<file path="config.mk">
export PLATFORM = sky130hd
export DESIGN_NAME = core_muldiv
export DESIGN_NICKNAME = d
export VERILOG_FILES = /design/src/rtl/core_muldiv_pkg.sv /design/src/rtl/core_muldiv_step.sv /design/src/rtl/core_muldiv.sv
export SDC_FILE = /design/constraint.sdc
export NUM_CORES = 1
export LEC_CHECK = 0
export ABC_AREA = 1
export ABC_CLOCK_PERIOD_IN_PS = 3600
export CAP_MARGIN = 20
export CORE_MARGIN = 1
export CORE_UTILIZATION = 25
export CTS_CLUSTER_DIAMETER = 30
export DETAILED_ROUTE_END_ITERATION = 8
export GPL_TIMING_DRIVEN = 1
export PLACE_DENSITY = 0.46
export SLEW_MARGIN = 20
export SYNTH_ARGS = -nofsm -noshare
export SYNTH_HDL_FRONTEND = slang
export SYNTH_SLANG_ARGS = --single-unit
</file>
<file path="constraint.sdc">
create_clock -name clk -period 3.6 [get_ports clk]
set_clock_uncertainty 0.05 [all_clocks]
set_input_delay 0.72 -clock clk [delete_from_list [all_inputs] [get_ports clk]]
set_output_delay 0.72 -clock clk [all_outputs]
set_load 0.005 [all_outputs]
</file>
<file path="src/rtl/core_muldiv_pkg.sv">
// Shared types and helpers for the iterative RV32M/RV64M multiply/divide unit.
// Op encodings follow funct3 of the OP/OP-32 M-extension instructions.
package core_muldiv_pkg;

  typedef enum logic [2:0] {
    OP_MUL    = 3'b000,
    OP_MULH   = 3'b001,
    OP_MULHSU = 3'b010,
    OP_MULHU  = 3'b011,
    OP_DIV    = 3'b100,
    OP_DIVU   = 3'b101,
    OP_REM    = 3'b110,
    OP_REMU   = 3'b111
  } op_e;

  localparam logic [1:0] S_IDLE = 2'd0;
  localparam logic [1:0] S_CALC = 2'd1;
  localparam logic [1:0] S_FIX  = 2'd2;
  localparam logic [1:0] S_DONE = 2'd3;

  function automatic logic is_div_op(input logic [2:0] f);
    return f[2];
  endfunction

  function automatic logic num1_signed(input logic [2:0] f);
    return (f == OP_MULH) || (f == OP_MULHSU) ||
           (f == OP_DIV)  || (f == OP_REM);
  endfunction

  function automatic logic num2_signed(input logic [2:0] f);
    return (f == OP_MULH) || (f == OP_DIV) || (f == OP_REM);
  endfunction

  function automatic logic is_signed_op(input logic [2:0] f);
    return num1_signed(f) || num2_signed(f);
  endfunction

endpackage

</file>
<file path="src/rtl/core_muldiv_step.sv">
// One CALC iteration: BITS_PER_CYCLE unrolled shift-add (multiply, LSB first)
// or restoring-subtract (divide, MSB first) steps on the shared accumulator.
module core_muldiv_step #(
  parameter int XLEN           = 32,
  parameter int BITS_PER_CYCLE = 1
) (
  input  logic              is_div,
  input  logic [2*XLEN-1:0] acc_in,
  input  logic [XLEN-1:0]   opnd,
  output logic [2*XLEN-1:0] acc_out
);

  logic [2*XLEN-1:0] a;
  logic [XLEN:0]     rsh;
  logic [XLEN:0]     sum;

  // Divide: acc = {remainder, dividend/quotient}; multiply: acc = {hi, multiplier/lo}
  always_comb begin
    a   = acc_in;
    rsh = '0;
    sum = '0;
    for (int i = 0; i < BITS_PER_CYCLE; i++) begin
      if (is_div) begin
        rsh = {a[2*XLEN-1:XLEN], a[XLEN-1]};
        if (rsh >= {1'b0, opnd}) begin
          sum = rsh - {1'b0, opnd};
          a   = {sum[XLEN-1:0], a[XLEN-2:0], 1'b1};
        end else begin
          a   = {rsh[XLEN-1:0], a[XLEN-2:0], 1'b0};
        end
      end else begin
        sum = {1'b0, a[2*XLEN-1:XLEN]} + (a[0] ? {1'b0, opnd} : '0);
        a   = {sum, a[XLEN-1:1]};
      end
    end
    acc_out = a;
  end

endmodule

</file>
<file path="src/rtl/core_muldiv.sv">
// Multi-cycle M-extension unit for EX: start/busy/done handshake,
// flush abort and single-cycle divide special-case path.
module core_muldiv
  import core_muldiv_pkg::*;
#(
  parameter int XLEN           = 32,
  parameter int BITS_PER_CYCLE = 1
) (
  input  logic            clk,
  input  logic            rst_n,
  input  logic            i_start,
  input  logic            i_flush,
  input  logic [2:0]      i_funct3,
  input  logic [XLEN-1:0] i_num1u,
  input  logic [XLEN-1:0] i_num2u,
  output logic            o_busy,
  output logic            o_done,
  output logic [XLEN-1:0] o_res
);

  localparam int N  = XLEN / BITS_PER_CYCLE;
  localparam int CW = (N > 1) ? $clog2(N) : 1;
  localparam logic [XLEN-1:0] MIN_NEG = {1'b1, {(XLEN-1){1'b0}}};

  logic [1:0]        state;
  logic [CW-1:0]     cnt;
  logic [2:0]        f3;
  logic              sgn1, sgn2;
  logic [2*XLEN-1:0] acc, acc_nxt;
  logic [XLEN-1:0]   opnd;
  logic [XLEN-1:0]   res;

  logic              s1_in, s2_in;
  logic [XLEN-1:0]   abs1, abs2;
  logic              div_zero, ovf, special;
  logic [XLEN-1:0]   spec_res;

  logic              neg;
  logic [2*XLEN-1:0] prod;
  logic [XLEN-1:0]   quo, rem;
  logic [XLEN-1:0]   fix_res;

  assign s1_in = num1_signed(i_funct3) & i_num1u[XLEN-1];
  assign s2_in = num2_signed(i_funct3) & i_num2u[XLEN-1];
  assign abs1  = s1_in ? -i_num1u : i_num1u;
  assign abs2  = s2_in ? -i_num2u : i_num2u;

  assign div_zero = ~|i_num2u;
  assign ovf      = ((i_funct3 == OP_DIV) || (i_funct3 == OP_REM)) &&
                    (i_num1u == MIN_NEG) && (&i_num2u);
  assign special  = is_div_op(i_funct3) & (div_zero | ovf);

  always_comb begin
    spec_res = '0;
    unique case (1'b1)
      div_zero & ~i_funct3[1]: spec_res = '1;
      div_zero &  i_funct3[1]: spec_res = i_num1u;
      ovf & ~i_funct3[1]:      spec_res = MIN_NEG;
      default:                 spec_res = '0;
    endcase
  end

  core_muldiv_step #(
    .XLEN          (XLEN),
    .BITS_PER_CYCLE(BITS_PER_CYCLE)
  ) u_step (
    .is_div (is_div_op(f3)),
    .acc_in (acc),
    .opnd   (opnd),
    .acc_out(acc_nxt)
  );

  // Remainder follows the dividend sign; quotient/product follow sign xor
  assign neg  = sgn1 ^ sgn2;
  assign prod = neg ? -acc : acc;
  assign quo  = neg ? -acc[XLEN-1:0] : acc[XLEN-1:0];
  assign rem  = sgn1 ? -acc[2*XLEN-1:XLEN] : acc[2*XLEN-1:XLEN];

  always_comb begin
    fix_res = '0;
    unique case (1'b1)
      ~f3[2] & (f3[1:0] == 2'b00): fix_res = prod[XLEN-1:0];
      ~f3[2] & (f3[1:0] != 2'b00): fix_res = prod[2*XLEN-1:XLEN];
      f3[2] & ~f3[1]:              fix_res = quo;
      default:                     fix_res = rem;
    endcase
  end

  always_ff @(posedge clk or negedge rst_n) begin
    if (!rst_n) begin
      state <= S_IDLE;
      cnt   <= '0;
      f3    <= '0;
      sgn1  <= 1'b0;
      sgn2  <= 1'b0;
      acc   <= '0;
      opnd  <= '0;
      res   <= '0;
    end else if (i_flush) begin
      state <= S_IDLE;
    end else begin
      unique case (state)
        S_IDLE: begin
          if (i_start) begin
            f3   <= i_funct3;
            sgn1 <= s1_in;
            sgn2 <= s2_in;
            cnt  <= '0;
            acc  <= {{XLEN{1'b0}}, is_div_op(i_funct3) ? abs1 : abs2};
            opnd <= is_div_op(i_funct3) ? abs2 : abs1;
            if (special) begin
              state <= S_DONE;
              res   <= spec_res;
            end else begin
              state <= S_CALC;
            end
          end
        end
        S_CALC: begin
          acc <= acc_nxt;
          cnt <= cnt + 1'b1;
          if (cnt == CW'(N - 1)) state <= S_FIX;
        end
        S_FIX: begin
          state <= S_DONE;
          res   <= fix_res;
        end
        default: state <= S_IDLE;
      endcase
    end
  end

  assign o_busy = (state != S_IDLE);
  assign o_done = (state == S_DONE);
  assign o_res  = res;

endmodule

</file>
==> results.md, run 1 <==
Yosys:
- Synthesis produced 3294 cells.
- After synthesis, the largest area contributor takes up 22.59% of total cell area.
- The async set-reset flop share out of synthesis is 100.0%.
- The number of flops mapped to enable cells by yosys is 0.
- The netlist area before placement is 0.01833 sq mm.
- The number of warnings printed during yosys synthesis is 0.
- By area the synthesized netlist is led by sky130_fd_sc_hd__nand2_1 (23%), sky130_fd_sc_hd__dfrtp_1 (19%), sky130_fd_sc_hd__nand3_1 (8.9%), sky130_fd_sc_hd__nor2_1 (8.8%), sky130_fd_sc_hd__inv_1 (8.3%).
- The biggest area contributor in the post-synthesis netlist is sky130_fd_sc_hd__nand2_1.
- The number of nets handed over by synthesis was 3442.
- Sequential elements use 19.12% of the synthesized area.
- The distinct cell type count after synthesis is 56.
- Among all flip-flop cells after synthesis, the most frequent one is sky130_fd_sc_hd__dfrtp_1.
- The synthesized area divided by synthesized cell count is 5.563 sq um.
- Counting flops and latches in the post-synthesis netlist gives 140.

Worst setup path:
- The worst setup path is launched from a flop.
- The end of the worst register-to-register path is acc[41]$_DFFE_PN0P_.
- Among all stages on the critical path, the largest delay is contributed by sky130_fd_sc_hd__dfrtp_1.
- The worst setup path is of the flop to flop kind.
- The signal on the critical path passes through ha_1, inv_1, fa_1, inv_1, nand2_1, o21ai_1, buf_4, nand2_1, nand2_1, nand2_1, nand2_1, nor2_1, o21ai_0, nand2_1, inv_1, nand3_1, nand2_1.
- The startpoint identified for the worst register-to-register timing path is acc[32]$_DFFE_PN0P_.
- Across all register-to-register paths, the minimum setup slack is 0.48 ns.
- In this run the worst setup path begins at acc[32]$_DFFE_PN0P_.
- The required time at the endpoint of the critical path is 3.95 ns.
- The cell repeated most along the worst path is sky130_fd_sc_hd__nand2_1.
- The worst setup path is captured at a flop.
- The data arrival time of the critical path is 3.47 ns.
- For this run, the slowest stage of the critical path takes 0.54 ns.
- For the worst flop-to-flop path, the logic depth is 17.
- In this run the worst path has a maximum fanout of 5.

Routing:
- The iteration-0 DRC count of the detailed router is 2509.
- The mean number of vias per cell is 5.109.
- In the final routed layout, each cell accounts on average for 22.09 um.
- The final routed wirelength across all metal layers is 97.19 mm.
- The pre-antenna-repair detailed-routing pass consisted of 9 iterations.
- The detailed-route DRC error count is 0.
- The remaining antenna violation count after routing is 0.
- Summing over every cut layer, the via total after detailed routing is 22478.

STA:
- The total count of max-transition violations in the final report is 0.
- On the final layout, the worst hold slack is 0.2028 ns.
- Derived from the worst setup path, the maximum achievable clock frequency is 321.0 MHz.
- The setup TNS is 0 ns.
- Setup repair after global routing left no endpoint under its margin.
- The final critical path takes up 86.54% of the cycle.
- The minimum clock period is 3.115 ns.
- The hold violation total from the final report is 0.
- The slew at the pin closest to its max-slew limit is 0.7245 ns.
- Setup slack closes at 0.4845 ns.
- The setup-violating endpoint count in the final report is 0.
- The worst slew margin relative to its limit is 51.70%.

Hold path:
- The class of the worst hold path is input port to async pin.

Clock network:
- The TritonCTS clock tree is done.
- The clock-pin transition on the worst setup and hold timing paths is 0.07 ns.
- The buffer levels on the longest clock path is 2.
- The clock insertion delay at the later pin of the skew report is 0.47 ns.
- The number of gates resized after CTS is 0.
- In this run the clock root is driven by a sky130_fd_sc_hd__clkbuf_16.
- The number of buffers added for setup after CTS is 0.
- The deepest level of the CTS H-tree is 4.
- The TritonCTS buffer count is 17.
- For this design, the CTS-stage hold fixing added 0 buffers.
- The tree built by TritonCTS fans out to 140 sinks.

Run:
- Across the run, the number of max-cap violations was 0.

GRT:
- The via count of the first global-routing pass is 21228.
- The largest net degree at the start of global routing is 78.
- The number of antenna violations at the first check in global routing is 1.
- The remaining global-route overflow is 0.
- The aggregate global-route resource usage is 25.96%.
- The first-pass GRT wire length is 143.0 mm.

Placement:
- After detailed placement, the design holds a cell count of 4367.
- The HPWL after detailed placement is 81.38 mm.
- The routability congestion estimate from global placement is 1.008.
- The number of buffers added on ports is 104.
- The worst slack after detailed placement is 0.1747 ns.
- Summing all placed instances gives a cell area of 0.02106 sq mm.

Floorplanning:
- The width of the chip is 272.7 um.
- For this configuration, the core starts out at a cell density of 25.46%.
- The total area inside the core boundary comes to 0.07198 sq mm.
- Row generation in the floorplan step produced 98 rows.
- The floorplan step defined a die boundary enclosing 0.07439 sq mm.
- From bottom edge to top edge, the die measures 272.7 um.
- Pin placement for this block handled 105 I/O pins.

Pwr:
- The power per unit of standard cell area is 907.3 mW/mm^2.
- The power after layout is 19.64 mW.
- Summed over all cells, the static leakage comes to 10.97 nW.
- The worst ir drop on vdd is 471.2 uV.

Cells and area:
- Of the cells placed in the final design, the portion with a size suffix greater than 1 is 6.466%.
- The finished layout cell area is 0.02165 sq mm.
- Compared with the post-synthesis result, the final layout area differs by 18.13%.
- The final layout net count is 3584.
- The total of fill cells in the finished design is 8301.
- The number of standard cells in the layout, taps in and fillers out is 4400.
- The utilization after layout is 30.08%.

Outcome:
- The flow ran to the end, and the final reports show no timing, DRC or antenna violations.
worst max-delay path by stage:
stage / endpoint / slack, ns / depth (start not counted)
floorplan: acc[47]$_DFFE_PN0P_ / 0.99 / 19
global placement: o_res[13]$_DFFE_PN0P_ / 0.23 / 13
detailed placement: o_res[23]$_DFFE_PN0P_ / 0.17 / 13
CTS: acc[36]$_DFFE_PN0P_ / 0.56 / 13
global route: acc[41]$_DFFE_PN0P_ / 0.35 / 17
finish: acc[41]$_DFFE_PN0P_ / 0.48 / 17
synthesized netlist by cell type, types with 3 or more instances:
library cell and count:
sky130_fd_sc_hd__a22o_1 3, sky130_fd_sc_hd__inv_2 17, sky130_fd_sc_hd__o221ai_1 9, sky130_fd_sc_hd__nor4_1 4
sky130_fd_sc_hd__o21bai_1 6, sky130_fd_sc_hd__o21ai_0 174, sky130_fd_sc_hd__buf_1 10, sky130_fd_sc_hd__buf_6 6
sky130_fd_sc_hd__nand2_4 3, sky130_fd_sc_hd__nand3_1 326, sky130_fd_sc_hd__nor2_2 8, sky130_fd_sc_hd__o21ai_1 40
sky130_fd_sc_hd__ha_1 75, sky130_fd_sc_hd__a21boi_0 9, sky130_fd_sc_hd__buf_2 28, sky130_fd_sc_hd__inv_1 405
sky130_fd_sc_hd__a21boi_1 11, sky130_fd_sc_hd__dfrtp_1 140, sky130_fd_sc_hd__nand2_2 6, sky130_fd_sc_hd__o211ai_2 4
sky130_fd_sc_hd__and2_1 3, sky130_fd_sc_hd__nor2_1 432, sky130_fd_sc_hd__a21o_1 3, sky130_fd_sc_hd__o211ai_1 32
sky130_fd_sc_hd__nand3_2 3, sky130_fd_sc_hd__or2_2 9, sky130_fd_sc_hd__nand3b_1 24, sky130_fd_sc_hd__buf_4 6
sky130_fd_sc_hd__a22oi_1 16, sky130_fd_sc_hd__nand2_1 1103, sky130_fd_sc_hd__clkbuf_1 51, sky130_fd_sc_hd__a31oi_1 7
sky130_fd_sc_hd__a21oi_1 127, sky130_fd_sc_hd__nor3_1 28, sky130_fd_sc_hd__nor2_4 8, sky130_fd_sc_hd__xor2_1 66
sky130_fd_sc_hd__nand4_1 52, sky130_fd_sc_hd__xnor2_1 18
cell families (layout without fill, tap and decap cells):
| kind of cell | after synthesis | in the layout | share of synthesized area, % |
|---|---|---|---|
| buf+inv | 525 | 680 | 11.33 |
| xor+xnor | 84 | 84 | 4.015 |
| other cells | 0 | 1 | 0 |
| flops | 140 | 140 | 19.12 |
| fa+ha+maj | 77 | 77 | 5.339 |
| compound gates | 453 | 453 | 14.13 |
| simple gates | 2014 | 2014 | 46.01 |
| mux | 1 | 1 | 0.05462 |
cell type report:
| type | instances | area, sq um | area share [%] |
|---|---|---|---|
| Multi-Input combinational cell | 2629 | 12760 | 58.94 |
| Antenna cell | 1 | 2.502 | 0.01156 |
| Inverter | 424 | 1594 | 7.363 |
| Timing Repair Buffer | 224 | 2018 | 9.323 |
| Clock buffer | 17 | 425.4 | 1.965 |
| Clock inverter | 15 | 156.4 | 0.7225 |
| Sequential cell | 140 | 3505 | 16.19 |
| Tap cell | 950 | 1189 | 5.491 |
flip-flops by register name, summed over array words and instances (netlist names):
signal and flops:
cnt 5, opnd 32, state 2, acc 64, sgn1 1, o_res 32
sgn2 1, f3 3
power by group:
group          switching [mW]  internal (mW)
clock network           0.858          0.976
logic                    10.4           4.42
registers               0.809           2.22
cells in the final DEF, fill, tap and decap left out, types with 32 or more instances in the layout:
master                            instances
sky130_fd_sc_hd__a21oi_1                127
sky130_fd_sc_hd__nor2_1                 429
sky130_fd_sc_hd__inv_1                  405
sky130_fd_sc_hd__nand3_1                326
sky130_fd_sc_hd__ha_1                    75
sky130_fd_sc_hd__xor2_1                  66
sky130_fd_sc_hd__buf_4                  114
sky130_fd_sc_hd__o21ai_1                 40
sky130_fd_sc_hd__nand2_1               1103
sky130_fd_sc_hd__o211ai_1                32
sky130_fd_sc_hd__dfrtp_1                139
sky130_fd_sc_hd__o21ai_0                174
sky130_fd_sc_hd__clkdlybuf4s50_1        103
sky130_fd_sc_hd__nand4_1                 52
per-layer routing:
| metal | GRT usage, % | vias to the layer above | routed length (um) | part of all wire [%] |
|---|---|---|---|---|
| li1 | - | 10853 | - | - |
| met1 | 35.12 | 10531 | 42920 | 44 |
| met2 | 42.02 | 933 | 44080 | 45 |
| met3 | 2.926 | 161 | 6211 | 6.4 |
| met4 | 9.994 | 0 | 3975 | 4.1 |
| met5 | 0 | - | 0 | 0 |
critical path: cells and delay by family, from the launching register on:
| family | cells | cell delay, ns |
|---|---|---|
| AND/OR/NAND/NOR | 9 | 0.83 |
| adder cells (fa/ha/maj) | 2 | 0.73 |
| flip-flops | 1 | 0.54 |
| buffers and inverters | 4 | 0.46 |
| AO/OA/AOI/OAI | 2 | 0.43 |
(Power assumes the default switching activity.)
==> run 2, diff against run 1 <==
GPL_TIMING_DRIVEN = 0   (was 1)
==> run 2 against run 1 <==
Compared with the run above: critical endpoint is now acc[50]$_DFFE_PN0P_; worst setup slack got worse by 0.23 ns; global-route usage up 0.12 points; first-iteration DRC count is 1.6% higher.
==> results.md, run 2 (same netlist as run 1, synthesis figures left out) <==
STA:
- The worst slew margin relative to its limit is 31.73% (-20 points).
- The slew at the pin closest to its max-slew limit is 1.024 ns (+0.2996 ns).
- The total count of max-transition violations in the final report is 0 (unchanged).
- The hold violation total from the final report was 0 (unchanged).
- The tightest hold margin was 0.1008 ns (-0.1020 ns).
- The setup-violating endpoint count in the final report came to 0 (unchanged).
- The highest attainable clock frequency was 299.0 MHz (-6.8%).
- The final critical-path share of the clock period is 92.89% (+6.3 points).
- The minimum clock period is 3.344 ns (+0.2285 ns).
- Setup repair after global routing left no endpoint under its margin.
- The setup TNS is 0 ns (unchanged).

Routing:
- The remaining antenna violation count after routing is 0 (unchanged).
- The detailed-route DRC error count is 0 (unchanged).
- The final routed wirelength across all metal layers came to 97.60 mm (+0.43%).
- The number of vias in the routed layout is 22562 (+0.37%).
- The iteration-0 DRC count of the detailed router is 2548 (+1.6%).
- The detailed-routing iteration count for the pre-antenna-repair pass is 6 (-3).
- The mean number of vias per cell was 5.152 (+0.86%).
- The average wire length per cell after detail routing is 22.29 um (+0.91%).

Pwr:
- The worst ir drop on vdd came to 517.1 uV (+9.7%).
- The net switching power of the design was 12.17 mW (+1.3%).
- The combinational share of power is 73.3% (-1.9 points).
- The internal power contribution is 7.294 mW (-4.2%).
- The power per unit of standard cell area is 918.6 mW/mm^2 (+1.2%).
- The standby leakage power is 10.62 nW (-3.1%).
- The switching portion of total power is 62.54% (+1.3 points).
- The sequential power share came to 17.1% (+1.7 points).
- The share of total power in the clock network is 9.6% (+0.3 points).

GRT:
- The aggregate global-route resource usage is 26.08% (+0.12 points).
- The first-pass GRT wire length was 142.4 mm (-0.41%).
- The largest net degree at the start of global routing was 87 (+12%).
- The via count of the first global-routing pass was 21299 (+0.33%).
- The remaining global-route overflow is 0 (unchanged).
- The number of antenna violations at the first check in global routing is 2 (+1).

Worst setup path:
- By startpoint and endpoint, the worst setup path is classified as flop to flop.
- The largest fanout of any net on the critical path is 10 (+5).
- The data arrival time of the critical path is 3.66 ns (+0.19 ns).
- STA classifies the critical path startpoint as a flop.
- The required time at the endpoint of the critical path was 3.92 ns (-0.03 ns).
- The critical path capture point type is a flop.

Cells and area:
- The number of flip-flops under the largest register name is 64 (unchanged).
- The area growth from synthesis to layout is 15.66%.
- The sequential standard cell area is 0.003503 sq mm (about the same).
- The number of standard cells in the layout, taps in and fillers out came to 4379 (-0.48%).
- The fraction of final layout cells sized beyond drive strength 1 is 4.112% (-2.4 points).
- The register ranked first by flip-flop count is acc.
- The leading cell type in the layout, fill and taps excluded is sky130_fd_sc_hd__nand2_1.
- In the layout the commonest cells are sky130_fd_sc_hd__nand2_1 (1103), sky130_fd_sc_hd__nor2_1 (432), sky130_fd_sc_hd__inv_1 (405), sky130_fd_sc_hd__nand3_1 (326), sky130_fd_sc_hd__o21ai_0 (174).
- The finished layout cell area is 0.02119 sq mm (-2.1%).
- The number of antenna cells inserted is 0 (-1).
- The final layout net count came to 3564 (-0.56%).
- The multi-input combinational cell area is 0.01275 sq mm (about the same).
- The total of fill cells in the finished design is 8297 (-0.048%).
- The utilization after layout is 29.45% (-0.63 points).

Floorplanning:
- The width of the chip came to 272.7 um (unchanged).
- The total die area is 0.07439 sq mm (unchanged).
- The initial core utilization is 25.46% (unchanged).
- The placeable core region is 0.07198 sq mm (unchanged).
- The overall die height is 272.7 um (unchanged).
- The I/O pin total is 105 (unchanged).
- The number of standard-cell rows in the floorplan is 98 (unchanged).

Clock network:
- The TritonCTS buffer count is 17 (unchanged).
- The clock sink count is 140 (unchanged).
- The clock insertion delay at the later pin of the skew report came to 0.49 ns (+0.02 ns).
- The deepest level of the CTS H-tree is 4 (unchanged).
- TritonCTS built the clock tree.
- The tree is rooted in a sky130_fd_sc_hd__clkbuf_16.
- The clock-pin transition on the worst setup and hold timing paths is 0.08 ns (about the same).
- The buffer levels on the longest clock path came to 2 (unchanged).

Hold path:
- The class of the worst hold path is input port to async pin.

Outcome:
- The flow ran to the end, and the final reports show no timing, DRC or antenna violations.

Run:
- The max-capacitance violation count is 0 (unchanged).

Placement:
- The number of buffers added on ports is 103 (-0.96%).
- The HPWL after detailed placement is 82.37 mm (+1.2%).
- The placed standard-cell area was 0.02058 sq mm (-2.3%).
- The routability congestion estimate from global placement was 1.000 (-0.80%).
- The placed cell count is 4348 (-0.44%).
run 2: through the flow:
step           worst slack [ns]  power, mW
2_1_floorplan            0.9914      11.65
3_3_place_gp             -4.557      17.28
3_5_place_dp          -0.002246      17.21
4_1_cts                 0.01455      19.15
5_1_grt                 0.05613      20.82
6_report                 0.2560      19.47
run 2: final cells by class:
cell class | instances | area share (%)
clock inverter | 15 | 0.9032
multi-input combinational | 2629 | 60.16
sequential | 140 | 16.53
timing repair buffer | 104 | 5.018
inverter | 424 | 7.521
tap | 950 | 5.608
clock buffer | 17 | 2.007
buffer | 100 | 2.255
run 2: worst paths after layout:
kind | from | endpoint | slack, ns | cells past startpoint
setup / recovery | acc[31]$_DFFE_PN0P_ | acc[50]$_DFFE_PN0P_ | 0.26 | 12
hold reg to reg | o_res[6]$_DFFE_PN0P_ | o_res[6]$_DFFE_PN0P_ | 0.43 | 2
min in group clk | o_res[6]$_DFFE_PN0P_ | o_res[6]$_DFFE_PN0P_ | 0.43 | 2
setup reg to reg | acc[31]$_DFFE_PN0P_ | acc[50]$_DFFE_PN0P_ | 0.26 | 12
hold / removal | rst_n | o_res[16]$_DFFE_PN0P_ | 0.10 | 1
max in group asynchronous | rst_n | acc[37]$_DFFE_PN0P_ | 2.55 | 2
run 2: power by group through the flow:
stage	logic, mW	registers (mW)	clock network (mW)
final	14.3	3.33	1.87
after global routing	15.5	3.38	1.95
after CTS	13.9	3.31	1.90
after detailed placement	13.9	3.34	0
after global placement	13.9	3.35	0
after floorplan	8.90	2.75	0
run 2: critical path, stage by stage, from the launching register on:
cell and delay [ns]:
sky130_fd_sc_hd__dfrtp_1 0.53, sky130_fd_sc_hd__inv_1 0.29, sky130_fd_sc_hd__ha_1 0.46, sky130_fd_sc_hd__nand2_1 0.11, sky130_fd_sc_hd__nor3_1 0.48, sky130_fd_sc_hd__nand3_1 0.13
sky130_fd_sc_hd__nor3_1 0.16, sky130_fd_sc_hd__nor2_1 0.14, sky130_fd_sc_hd__nand2_4 0.15, sky130_fd_sc_hd__buf_4 0.23, sky130_fd_sc_hd__nand4_1 0.25, sky130_fd_sc_hd__nand3_1 0.18
sky130_fd_sc_hd__nand2_1 0.06
run 2: layer usage:
| layer | part of all wire [%] | vias up | track usage (%) |
|---|---|---|---|
| met5 | 0 | - | 0 |
| met4 | 4.4 | 0 | 11.04 |
| met3 | 7.4 | 147 | 4.103 |
| met2 | 45 | 985 | 41.74 |
| met1 | 44 | 10580 | 34.58 |
| li1 | - | 10850 | - |
run 2: timing repair:
action	CTS	global route
setup buffers	0	0
setup endpoints to repair	0	13
gates resized for setup	0	1
hold buffers	0	0
